## config.mk

```make
export PLATFORM = sky130hd
export DESIGN_NAME = psk4_demod
export DESIGN_NICKNAME = d
export VERILOG_FILES = /design/src/rtl/psk4_demod.sv
export SDC_FILE = /design/constraint.sdc
export NUM_CORES = 1
export LEC_CHECK = 0
export CAP_MARGIN = 40
export CORE_UTILIZATION = 42
export CTS_BUF_LIST = sky130_fd_sc_hd__clkbuf_16
export DETAILED_ROUTE_END_ITERATION = 8
export MAX_ROUTING_LAYER = met4
export PLACE_DENSITY = 0.62
export SLEW_MARGIN = 20
export SYNTH_ARGS = -nofsm -noshare
export SYNTH_HDL_FRONTEND = slang
export SYNTH_SLANG_ARGS = --single-unit
```

## constraint.sdc

```tcl
create_clock -name i_clk -period 4.9 [get_ports i_clk]
set_input_delay 1.47 -clock i_clk [delete_from_list [all_inputs] [get_ports i_clk]]
set_output_delay 1.47 -clock i_clk [all_outputs]
set_load 0.005 [all_outputs]
```

## src/rtl/psk4_demod.sv

```systemverilog
// ---------------------------------------------------------------------------
// psk4_demod
// Coherent QPSK demodulator for a carrier locked at fs/4 relative to the
// sample strobe. Each sample is mixed by {+1,0,-1,0} on I and {0,+1,0,-1}
// on Q, which reduces to adding or subtracting the sample into one of two
// accumulators. The accumulators integrate over SPS samples and are then
// dumped into the soft outputs, with a hard bit decision taken from the sign.
//
// Ports
//   i_clk          system clock, rising edge
//   i_rst          asynchronous reset, active-high
//   i_sample_valid sample strobe; clock enable for the whole datapath
//   i_sample_in    signed received sample (WIDTH bits)
//   i_sym_start    this sample (or the next valid one) is sample 0 of a symbol
//   o_sym_valid    one-cycle pulse: o_s1/o_s2/o_i_soft/o_q_soft are new
//   o_s1           cosine bit decision (1 when o_i_soft >= 0)
//   o_s2           sine bit decision (1 when o_q_soft >= 0)
//   o_i_soft       signed I integrate result of the last symbol (ACC_W bits)
//   o_q_soft       signed Q integrate result of the last symbol (ACC_W bits)
//   o_busy         high while integrating symbols
// ---------------------------------------------------------------------------
module psk4_demod #(
    parameter int WIDTH = 12,
    parameter int SPS   = 8,
    parameter int ACC_W = WIDTH + $clog2(SPS)
) (
    input  logic                    i_clk,
    input  logic                    i_rst,
    input  logic                    i_sample_valid,
    input  logic signed [WIDTH-1:0] i_sample_in,
    input  logic                    i_sym_start,
    output logic                    o_sym_valid,
    output logic                    o_s1,
    output logic                    o_s2,
    output logic signed [ACC_W-1:0] o_i_soft,
    output logic signed [ACC_W-1:0] o_q_soft,
    output logic                    o_busy
);

    localparam int CNT_W = $clog2(SPS);
    localparam logic [CNT_W-1:0] LAST_K = CNT_W'(SPS - 1);

    typedef enum logic {
        S_IDLE  = 1'b0,
        S_INTEG = 1'b1
    } state_t;

    state_t                    r_state;
    logic [CNT_W-1:0]          r_cnt;
    logic signed [ACC_W-1:0]   r_i_acc;
    logic signed [ACC_W-1:0]   r_q_acc;
    logic                      r_sym_valid;
    logic                      r_s1;
    logic                      r_s2;
    logic signed [ACC_W-1:0]   r_i_soft;
    logic signed [ACC_W-1:0]   r_q_soft;

    logic                      w_last_hit;
    logic                      w_restart;
    logic                      w_active;
    logic [CNT_W-1:0]          w_k;
    logic signed [ACC_W-1:0]   w_x_ext;
    logic signed [ACC_W-1:0]   w_i_base;
    logic signed [ACC_W-1:0]   w_q_base;
    logic signed [ACC_W-1:0]   w_i_next;
    logic signed [ACC_W-1:0]   w_q_next;

    // Sample index, accumulator bases and the mixed/accumulated next sums.
    always_comb begin
        w_last_hit = 1'b0;
        w_restart  = 1'b0;
        w_active   = 1'b0;
        w_k        = r_cnt;
        w_i_base   = r_i_acc;
        w_q_base   = r_q_acc;
        w_i_next   = r_i_acc;
        w_q_next   = r_q_acc;
        w_x_ext    = {{(ACC_W - WIDTH){i_sample_in[WIDTH-1]}}, i_sample_in};

        // A sym_start arriving with the last sample of a symbol must not steal
        // that sample: the symbol completes and the resync is implicit because
        // the counter wraps to zero anyway.
        w_last_hit = (r_state == S_INTEG) && i_sample_valid && (r_cnt == LAST_K);
        w_restart  = i_sym_start && !w_last_hit;
        w_active   = (r_state == S_INTEG) || i_sym_start;

        if (w_restart) begin
            w_k      = '0;
            w_i_base = '0;
            w_q_base = '0;
        end else begin
            w_k      = r_cnt;
            w_i_base = r_i_acc;
            w_q_base = r_q_acc;
        end

        // SPS is a multiple of 4, so the carrier phase is the low two index bits.
        case (w_k[1:0])
            2'd0: begin
                w_i_next = w_i_base + w_x_ext;
                w_q_next = w_q_base;
            end
            2'd1: begin
                w_i_next = w_i_base;
                w_q_next = w_q_base + w_x_ext;
            end
            2'd2: begin
                w_i_next = w_i_base - w_x_ext;
                w_q_next = w_q_base;
            end
            2'd3: begin
                w_i_next = w_i_base;
                w_q_next = w_q_base - w_x_ext;
            end
            default: begin
                w_i_next = w_i_base;
                w_q_next = w_q_base;
            end
        endcase
    end

    // FSM, integrate-and-dump datapath and registered symbol outputs.
    always_ff @(posedge i_clk or posedge i_rst) begin
        if (i_rst) begin
            r_state     <= S_IDLE;
            r_cnt       <= '0;
            r_i_acc     <= '0;
            r_q_acc     <= '0;
            r_sym_valid <= 1'b0;
            r_s1        <= 1'b0;
            r_s2        <= 1'b0;
            r_i_soft    <= '0;
            r_q_soft    <= '0;
        end else begin
            r_sym_valid <= 1'b0;
            if (w_active) begin
                r_state <= S_INTEG;
                if (i_sample_valid) begin
                    if (w_k == LAST_K) begin
                        // Dump: no extra cycle, the next sample is k=0 again.
                        r_i_soft    <= w_i_next;
                        r_q_soft    <= w_q_next;
                        r_s1        <= ~w_i_next[ACC_W-1];
                        r_s2        <= ~w_q_next[ACC_W-1];
                        r_sym_valid <= 1'b1;
                        r_cnt       <= '0;
                        r_i_acc     <= '0;
                        r_q_acc     <= '0;
                    end else begin
                        r_cnt   <= w_k + CNT_W'(1);
                        r_i_acc <= w_i_next;
                        r_q_acc <= w_q_next;
                    end
                end else begin
                    // No sample: hold, except a restart clears the partial symbol.
                    r_cnt   <= w_k;
                    r_i_acc <= w_i_base;
                    r_q_acc <= w_q_base;
                end
            end else begin
                r_state <= S_IDLE;
            end
        end
    end

    assign o_sym_valid = r_sym_valid;
    assign o_s1        = r_s1;
    assign o_s2        = r_s2;
    assign o_i_soft    = r_i_soft;
    assign o_q_soft    = r_q_soft;
    assign o_busy      = (r_state == S_INTEG);

endmodule

```

After elaboration in Yosys (flattened, before gate mapping)
Index checks and enable logic that the tools add are counted.
{"block": "totals", "ff_bits": 67, "in_bits": 16, "out_inout_bits": 34, "wordCells": 45}
{"block": "op_classes", "add_sub_neg": 5, "n_eq_ne": 5, "mux": 15, "bitwise_logic": 2, "n_reduce_logical": 9}
{"operator": "15-bit 2-to-1 mux", "n": 6}
{"operator": "15-bit one-hot mux with 3 select lines", "n": 2}
{"operator": "15-bit by 12-bit adder with 15-bit output", "n": 2}
{"operator": "15-bit by 12-bit subtractor with 15-bit output", "n": 2}
{"operator": "3-bit 2-to-1 mux", "n": 3}
{"operator": "3-bit equality test (second input constant)", "n": 2}
{"operator": "2-bit equality test (second input constant)", "n": 2}
{"operator": "1-bit 2-to-1 mux", "n": 4}
{"operator": "2-bit OR reduction", "n": 2}
{"operator": "3-bit by 1-bit adder with 3-bit output (second input constant)", "n": 1}
{"operator": "1-bit logical AND", "n": 3}
{"operator": "3-bit AND reduction", "n": 1}
{"operator": "2-bit by 1-bit equality test with 1-bit output (second input constant)", "n": 1}
{"operator": "2-bit logical NOT", "n": 1}
{"operator": "1-bit inverter", "n": 2}
{"operator": "1-bit logical NOT", "n": 1}
{"operator": "1-bit logical OR", "n": 1}

Longest topological paths before layout
Gate-level depths: netlist of run 1.
{"block": "depth", "ltp_word": 10, "depth_mapped": 17, "depth_no_buf": 14}

Worst setup path before layout of run 1
Ideal clock, no wire load.
{"block": "synth_path", "path_kind": "input -> register", "from": "input port i_sample_valid", "to": "register r_q_acc[11]", "setup_ns": 0.142, "arrival_ns": 5.002, "required_ns": 4.758, "setup_slack_ns": -0.244, "cell_stages": 16, "n_path_buf": 2, "path_cell_list": "and4_1 > o21ai_1 > clkinv_1 > clkbuf_1 > ha_1 > clkbuf_1 > nor2_1 > xnor2_1 > ha_1 > a21o_1 > a21oi_1 > nand3_1 > a32oi_1 > mux2_2 > a2111oi_0 > o21ai_0"}
{"block": "synth_via", "elab_chain_cells": 10, "elab_cells_between_ends": 17, "classes_between": "add/sub: 2; eq/ne: 4; mux: 5; reduce/logical: 6"}
{"item": "start: declaration", "line_no": "29", "text": "input logic i_sample_valid,"}
{"item": "branches (longest 9 deep; another with 15-bit by 12-bit subtractor with 15-bit output)"}
{"item": "15-bit 2-to-1 mux *", "line_no": "138", "text": "if (i_sample_valid) begin"}
{"item": "end signal: assignment", "line_no": "152", "text": "r_q_acc <= w_q_next;"}
{"item": "end signal: assignment", "line_no": "158", "text": "r_q_acc <= w_q_base;"}
{"item": "end: declaration", "line_no": "51", "text": "logic signed [ACC_W-1:0] r_q_acc;"}
Mark *: on every way between the ends.
A chain may end at the register's enable or synchronous reset.

Final worst setup path of run 1
{"block": "layout_path", "from": "input port i_sample_valid", "to": "register r_i_soft[14] (netlist: o_i_soft[14])"}
{"block": "layout_via", "elab_chain_cells": 8, "elab_cells_between_ends": 16, "classes_between": "add/sub: 2; eq/ne: 4; mux: 3; reduce/logical: 7"}
{"item": "branches (longest 8 deep; another with 15-bit by 12-bit subtractor with 15-bit output)"}
{"item": "end signal: assignment", "line_no": "141", "text": "r_i_soft <= w_i_next;"}
{"item": "end: declaration", "line_no": "55", "text": "logic signed [ACC_W-1:0] r_i_soft;"}
Parallel ways; which one is timed is not known.

==> results of run 1 <==
## repair_timing
item                                    in CTS  in global routing
resized for setup                            4                 32
setup buffers                                0                  8
endpoints found under the hold margin        0                  0
endpoints found under the setup margin       3                 28
pin swaps                                    0                 23
gates cloned                                 0                  1
## how the worst max path moves through the flow
stage	slack (ns)	depth (start not counted)	end
final	0.13	17	o_i_soft[14]$_DFFE_PP0P_
after global routing	-0.004	17	o_i_soft[14]$_DFFE_PP0P_
after CTS	0.01	16	o_i_soft[14]$_DFFE_PP0P_
after detailed placement	-0.55	15	r_q_acc[11]$_DFFE_PP0N_
after global placement	-0.33	15	r_q_acc[11]$_DFFE_PP0N_
after floorplan	-0.02	16	r_q_acc[11]$_DFFE_PP0N_
## layout make-up
type                            count  area [µm²]  area share
Sequential cell                    67        1680       0.242
Multi-Input combinational cell    480        3290       0.476
Clock buffer                        9         225      0.0325
Inverter                           12        46.3     0.00669
Timing Repair Buffer              168        1440       0.208
Clock inverter                      7        60.1     0.00868
Tap cell                          143         179      0.0259
## flip-flops by register name (all words and copies together), names as in the netlist
signal       flops
r_cnt            3
o_i_soft        15
o_s2             1
o_sym_valid      1
r_q_acc         15
o_q_soft        15
o_s1             1
o_busy           1
r_i_acc         15
## cells in the mapped netlist, types with 2 or more instances
library cell,count
and3_1,8
o31a_1,3
nor2_1,47
fa_1,2
nand3_1,23
buf_2,2
a21oi_1,40
xnor2_1,27
a211oi_1,4
o21ai_0,42
o21a_1,7
nand2b_1,3
a2111oi_0,2
nor2b_1,36
and4_1,2
dfrtp_1,67
mux2i_1,7
nand2_1,84
o2111ai_1,4
xor2_1,12
nor3b_1,2
nor3_1,13
a31o_2,3
or3_1,3
a22oi_1,3
buf_1,2
ha_1,32
a22o_1,9
o31ai_1,7
a21o_1,8
clkbuf_1,24
inv_1,11
mux2_2,5
a31oi_1,9
o211ai_1,6
and2_1,4
## critical path, delay by kind of cell
family | cells | cell delay, ns
AO/OA/AOI/OAI | 5 | 1.02
buffers and inverters | 3 | 0.75
AND/OR/NAND/NOR | 4 | 0.67
XOR/XNOR | 2 | 0.44
adder cells (fa/ha/maj) | 2 | 0.43
multiplexers | 1 | 0.27
## power breakdown
part / leakage, nW / total [mW] / internal, mW / switching [mW]
Combinational: 2.20 / 0.808 / 0.389 / 0.418
Clock: 0.145 / 0.632 / 0.387 / 0.245
Sequential: 0.905 / 0.660 / 0.609 / 0.0515
## logic make-up (layout without fill, tap and decap cells)
kind of cell / after synthesis / in the layout / share of synthesized area
adder cells (fa/ha/maj): 34 / 34 / 0.0893
XOR/XNOR: 40 / 40 / 0.0726
buffers and inverters: 40 / 196 / 0.0310
AND/OR/NAND/NOR: 234 / 234 / 0.229
multiplexers: 13 / 13 / 0.0284
flip-flops: 67 / 67 / 0.340
AO/OA/AOI/OAI: 159 / 159 / 0.209
## layer usage
metal / vias to the layer above / wire length, µm
met3: 17 / 565
met1: 2348 / 7840
met4: 0 / 265
li1: 2389 / -
met5: - / 0
met2: 118 / 6370
## metrics by stage
stage | TNS [ns] | setup WS, ns | hold WS [ns]
floorplan | -0.0190 | -0.0190 | 0.456
global placement | -4.88 | -0.334 | 0.454
detailed placement | -6.77 | -0.547 | 0.466
CTS | 0 | 0.0109 | 0.478
global route | -0.00503 | -0.00435 | 0.490
finish | 0 | 0.128 | 0.472
==> summary.md, run 1 <==
| Metric | Value |
|---|---|
| Status | complete, no violations |
| CTS buffer count | 9 |
| Synthesis warning total | 0 |
| Ys async rst share | 1.00 |
| Commonest non-fill, non-tap cells in the layout | buf_4, nand2_1, dfrtp_1 |
| Worst Hold End | o_i_soft[7]$_DFFE_PP0P_ |
| Die Wd | between 100 and 150 µm |
| Most common cell after layout, fill and taps aside | buf_4 |
| Hold Path Class | reg2reg |
| CP startpoint kind | input pin |
| Relative slew slack | 0.528 |
| HPWL Detailed | 11.3 mm |
| VDD IR max | 0.185 mV |
| Post-Syn Instances | slightly below 600 |
| Synthesized area per cell | 8.40 µm² |
| Most frequent cell on the critical path | nor2b_2 |
| Grt ovf | 0 |
| Number of enable flip-flop cells after synthesis | 0 |
| Worst Reg-to-Reg Cells | 15 |
| CTS root buf | clkbuf_16 |
| GP Congestion | 0.961 |
| FF+latch count, synth | 67 |
| Minimum clock period | around 4.8 ns |
| CTS Buffer Depth | 2 |
| Fmax | 0.210 GHz |
| Worst-path maximum fanout | 7 |
| Antenna viol nets, final | 0 |
| Initial Util | 0.432 |
| Primary FF master, synth | dfrtp_1 |
| Pleak | ~3.2 nW |
| Mapped cell area | roughly 0.0049 mm² |
| Syn_nets | 637 |
| WP data arrival | between 5 and 6 ns |
| Via count | 4872 |
| Die ar. | around 0.012 mm² |
| Layout cell share with drive strength beyond 1 | 0.237 |
| Final worst-path cycle share | 0.974 |
| # fillers | around 1000 |
| Port Buf Inserts | between 40 and 50 |
| Placed instance area | about 0.0064 mm² |
| Seq/Total Area, Yosys | 0.340 |
| Largest stage delay on the critical path | 0.48 ns |
| CP cell instances | clkdlybuf4s50_1 -> and4_4 -> a21oi_2 -> nor2b_2 -> buf_4 -> ha_4 -> buf_12 -> nor2_1 -> xnor2_1 -> ha_1 -> nor2b_2 -> o31a_1 -> a31o_4 -> o22ai_4 -> xor2_4 -> mux2i_1 -> a22o_1 |
| Via density | 5.50 |
| Remaining routing DRC violations | 0 |
| Die Ht | about 110 µm |
| Clock transition at path regs | 0.06 ns |
| Post-layout power | 2.10 mW |
| Reg-to-Reg End | o_i_soft[14]$_DFFE_PP0P_ |
| R2r setup slk | roughly 1.1 ns |
| Placed Instances | 861 |
| Reg2reg start | r_cnt[0]$_DFFE_PP0N_ |
| Synth cell types | 60 |
| Fin nets | 788 |
| PwrDens | 303 mW/mm² |
| CTS tree | yes |
| Actual slew at the worst max-slew pin | about 0.71 ns |
| Crit path kind | in2reg |
| Antenna violations before repair | 0 |
| Met3 Use GR | 0.0488 |
| H-tree depth | 3 |
| Diodes inserted | 0 |
| Clock Skews | 0.00980 ns |
| Required @ worst endpoint | 5.19 ns |
| Non-Filler Instances | 886 |
| Max Transition Viols Final | 0 |
| GR Util met2 | 0.381 |
| Area contributors post-synth | dfrtp_1, ha_1, nand2_1 |
| CP startpoint | i_sample_valid |
| Min-delay src | o_i_soft[7]$_DFFE_PP0P_ |
| Top Usage Layer GRT | met1 |
| M1 GR Usage | 0.394 |
| Largest net degree at the start of global routing | 40 |
| Iter 0 DRT Violations | 241 |
| Io pins | 50 |
| Worst setup EP type | flip-flop |
| First-pass GRT wire length | 24.0 mm |
| Top-area cell type share of the netlist area | 0.340 |
| Max_cap viols | 0 |
| Final instance area | 0.00692 mm² |
| Final Hold Fails | 0 |
| Vias in the first global route | 4613 |
| Hold_buf cts | 0 |
| Count of final setup violators | 0 |
| GRT Resource Usage Total | 0.272 |
| TritonCTS Sinks | 67 |
| Row count | 39 |
| Core area | 0.0114 mm² |
| Largest area contributor in the netlist | dfrtp_1 |
| Final core utilization | 0.606 |
| Crit-path slowest cell | clkdlybuf4s50_1 |
| Area growth syn-to-layout | 40.4% |
| Cells on Worst Hold Path | 2 |
| Drt pass-1 iters | 5 |
| Worst skew pair latency | 0.34 ns |
| Wire per inst | 17.0 µm |
| Final WL | 15.0 mm |
Power figures use the tool's default switching activity.
==> inputs of run 2 (changes only) <==
- PLACE_DENSITY: 0.62 -> 0.64
- clock period: 4.9 -> 4.2 ns (I/O delays scaled with it)
==> run 2 against run 1 <==
Net effect: routed wire length up 1.6%; global-route usage shrank 0.33 points; sequential share of layout area fell by 0.83 points; critical endpoint is now o_s2$_DFFE_PP0P_; first-iteration DRC count rose by 22%; total power is 19% higher; worst setup slack got worse by 0.081 ns; highest routed layer unchanged.
==> summary.md, run 2 (synthesized netlist as in run 1, its figures left out) <==
| Metric | Value |
|---|---|
| Die ar. | 0.0122 mm² |
| Final Hold Fails | 0 |
| Fmax | 0.241 GHz |
| HPWL Detailed | 11.4 mm |
| Antenna viol nets, final | 0 |
| TritonCTS Sinks | 67 |
| Worst skew pair latency | between 0.3 and 0.4 ns |
| Via count | 5034 |
| CP endpoint | o_s2$_DFFE_PP0P_ |
| Iter 0 DRT Violations | 293 |
| Worst setup EP type | flip-flop |
| Layout cell share with drive strength beyond 1 | 0.297 |
| Area growth syn-to-layout | 45.4% |
| Row count | 39 |
| Largest stage delay on the critical path | 0.49 ns |
| Wire per inst | approximately 17 µm |
| Antenna violations before repair | 0 |
| Drt pass-1 iters | 4 |
| Final instance area | 0.00717 mm² |
| Via density | between 5 and 6 |
| Relative slew slack | 0.624 |
| Crit-path leading delay family | simple AND/OR/NAND/NOR gates |
| Status | complete, no violations |
| CP cell instances | clkdlybuf4s50_1 -> nor2_1 -> and2_1 -> nor2_4 -> xnor2_1 -> ha_1 -> nand2_1 -> or4b_4 -> o211ai_1 -> buf_4 -> a221oi_4 -> mux2i_2 -> xor2_1 -> mux2_4 |
| Vias in the first global route | 4970 |
| Io pins | 50 |
| VDD IR max | 0.196 mV |
| Placed instance area | 0.00660 mm² |
| Largest net degree at the start of global routing | 40 |
| PwrDens | 349 mW/mm² |
| Crit-path slowest cell | clkdlybuf4s50_1 |
| Max_cap viols | 0 |
| R2r setup slk | 0.63 ns |
| Required @ worst endpoint | 4.42 ns |
| Worst Reg-to-Reg Cells | 14 |
| Remaining routing DRC violations | 0 |
| Final WL | around 15 mm |
| Fin nets | roughly 820 |
| CP startpoint kind | input pin |
| First-pass GRT wire length | ~24 mm |
| WP data arrival | 4.38 ns |
| Hold slack | roughly 0.47 ns |
| Clock Skews | about 0.0072 ns |
| CTS buffer count | 9 |
| Hold_buf cts | 0 |
| Die Wd | 110 µm |
| Initial Util | 0.432 |
| Count of final setup violators | 0 |
| WP buf/inv | 2 |
| Final worst-path cycle share | 0.989 |
| Grt ovf | 0 |
| Core area | about 0.011 mm² |
| H-tree depth | 3 |
| Diodes inserted | 0 |
| WP depth | 14 |
| GRT Resource Usage Total | 0.268 |
| CTS root buf | clkbuf_16 |
| GP Congestion | 0.931 |
| CP startpoint | i_sample_in[5] |
| Actual slew at the worst max-slew pin | 0.562 ns |
| Commonest non-fill, non-tap cells in the layout | buf_4, nand2_1, dfrtp_1 |
| Reg-to-Reg End | o_s2$_DFFE_PP0P_ |
| CTS tree | yes |
| Max Transition Viols Final | 0 |
| Pleak | 3.48 nW |
| Worst-path maximum fanout | 4 |
| Die Ht | 110 µm |
| # fillers | around 1000 |
| CTS Buffer Depth | 2 |
| Clock transition at path regs | 0.05 ns |
| Hold Path Class | reg2reg |
| Minimum clock period | 4.15 ns |
| Most common cell after layout, fill and taps aside | buf_4 |
| Unrepaired setup endpoints after global routing | yes |
| Crit path kind | in2reg |
| Port Buf Inserts | 49 |
| Reg2reg start | r_cnt[0]$_DFFE_PP0N_ |
==> run 2: what timing repair did <==
item | in CTS | in global routing
cloned | 0 | 0
resized for setup | 31 | 36
setup buffers | 13 | 4
setup endpoints to repair | 33 | 27
pin swaps | 23 | 25
==> run 2: worst min path at each step <==
stage,end,cells past startpoint,from,slack (ns)
2_1_floorplan,r_i_acc[12]$_DFFE_PP0N_,2,r_i_acc[12]$_DFFE_PP0N_,0.46
3_3_place_gp,o_q_soft[0]$_DFFE_PP0P_,2,o_q_soft[0]$_DFFE_PP0P_,0.45
3_5_place_dp,o_q_soft[1]$_DFFE_PP0P_,2,o_q_soft[1]$_DFFE_PP0P_,0.47
4_1_cts,o_q_soft[1]$_DFFE_PP0P_,2,o_q_soft[1]$_DFFE_PP0P_,0.48
5_1_grt,o_q_soft[1]$_DFFE_PP0P_,2,o_q_soft[1]$_DFFE_PP0P_,0.49
6_report,o_q_soft[1]$_DFFE_PP0P_,2,o_q_soft[1]$_DFFE_PP0P_,0.47
==> run 2: per-layer routing <==
metal	vias to the layer above	wire, µm	GRT usage
li1	2455	-	-
met1	2437	7000	0.345
met2	129	7380	0.442
met3	13	727	0.0423
met4	0	174	0.0658
met5	-	0	-
==> run 2: worst min-delay path, stage by stage, from the launching register on <==
cell,delay (ns)
dfrtp_1,0.34
nand2_1,0.05
nand2_1,0.05
==> run 2: cell type report <==
cell class / count / area, µm² / area share
Multi-Input combinational cell: 480 / 3390 / 0.472
Clock buffer: 9 / 225 / 0.0314
Clock inverter: 6 / 51.3 / 0.00716
Tap cell: 143 / 179 / 0.0250
Timing Repair Buffer: 198 / 1600 / 0.224
Inverter: 12 / 46.3 / 0.00646
Sequential cell: 67 / 1680 / 0.234
==> run 2: power breakdown <==
| group | switching (mW) | total (mW) | internal (mW) |
|---|---|---|---|
| Sequential | 0.0550 | 0.765 | 0.710 |
| Clock | 0.284 | 0.731 | 0.447 |
| Combinational | 0.497 | 1.00 | 0.505 |
| Total | 0.836 | 2.50 | 1.66 |
==> run 2: stage by stage <==
step            util  setup WS (ns)  setup TNS (ns)  total power [mW]  instances
2_1_floorplan      -         -0.232           -1.07              1.31        587
3_3_place_gp   0.578         -0.602          -16.28              1.65        883
3_5_place_dp   0.578         -0.668          -19.81              1.68        883
4_1_cts        0.618        0.00120               0              2.46        911
5_1_grt        0.628        -0.0824          -0.394              2.63        915
6_report       0.628         0.0470               0              2.50        915
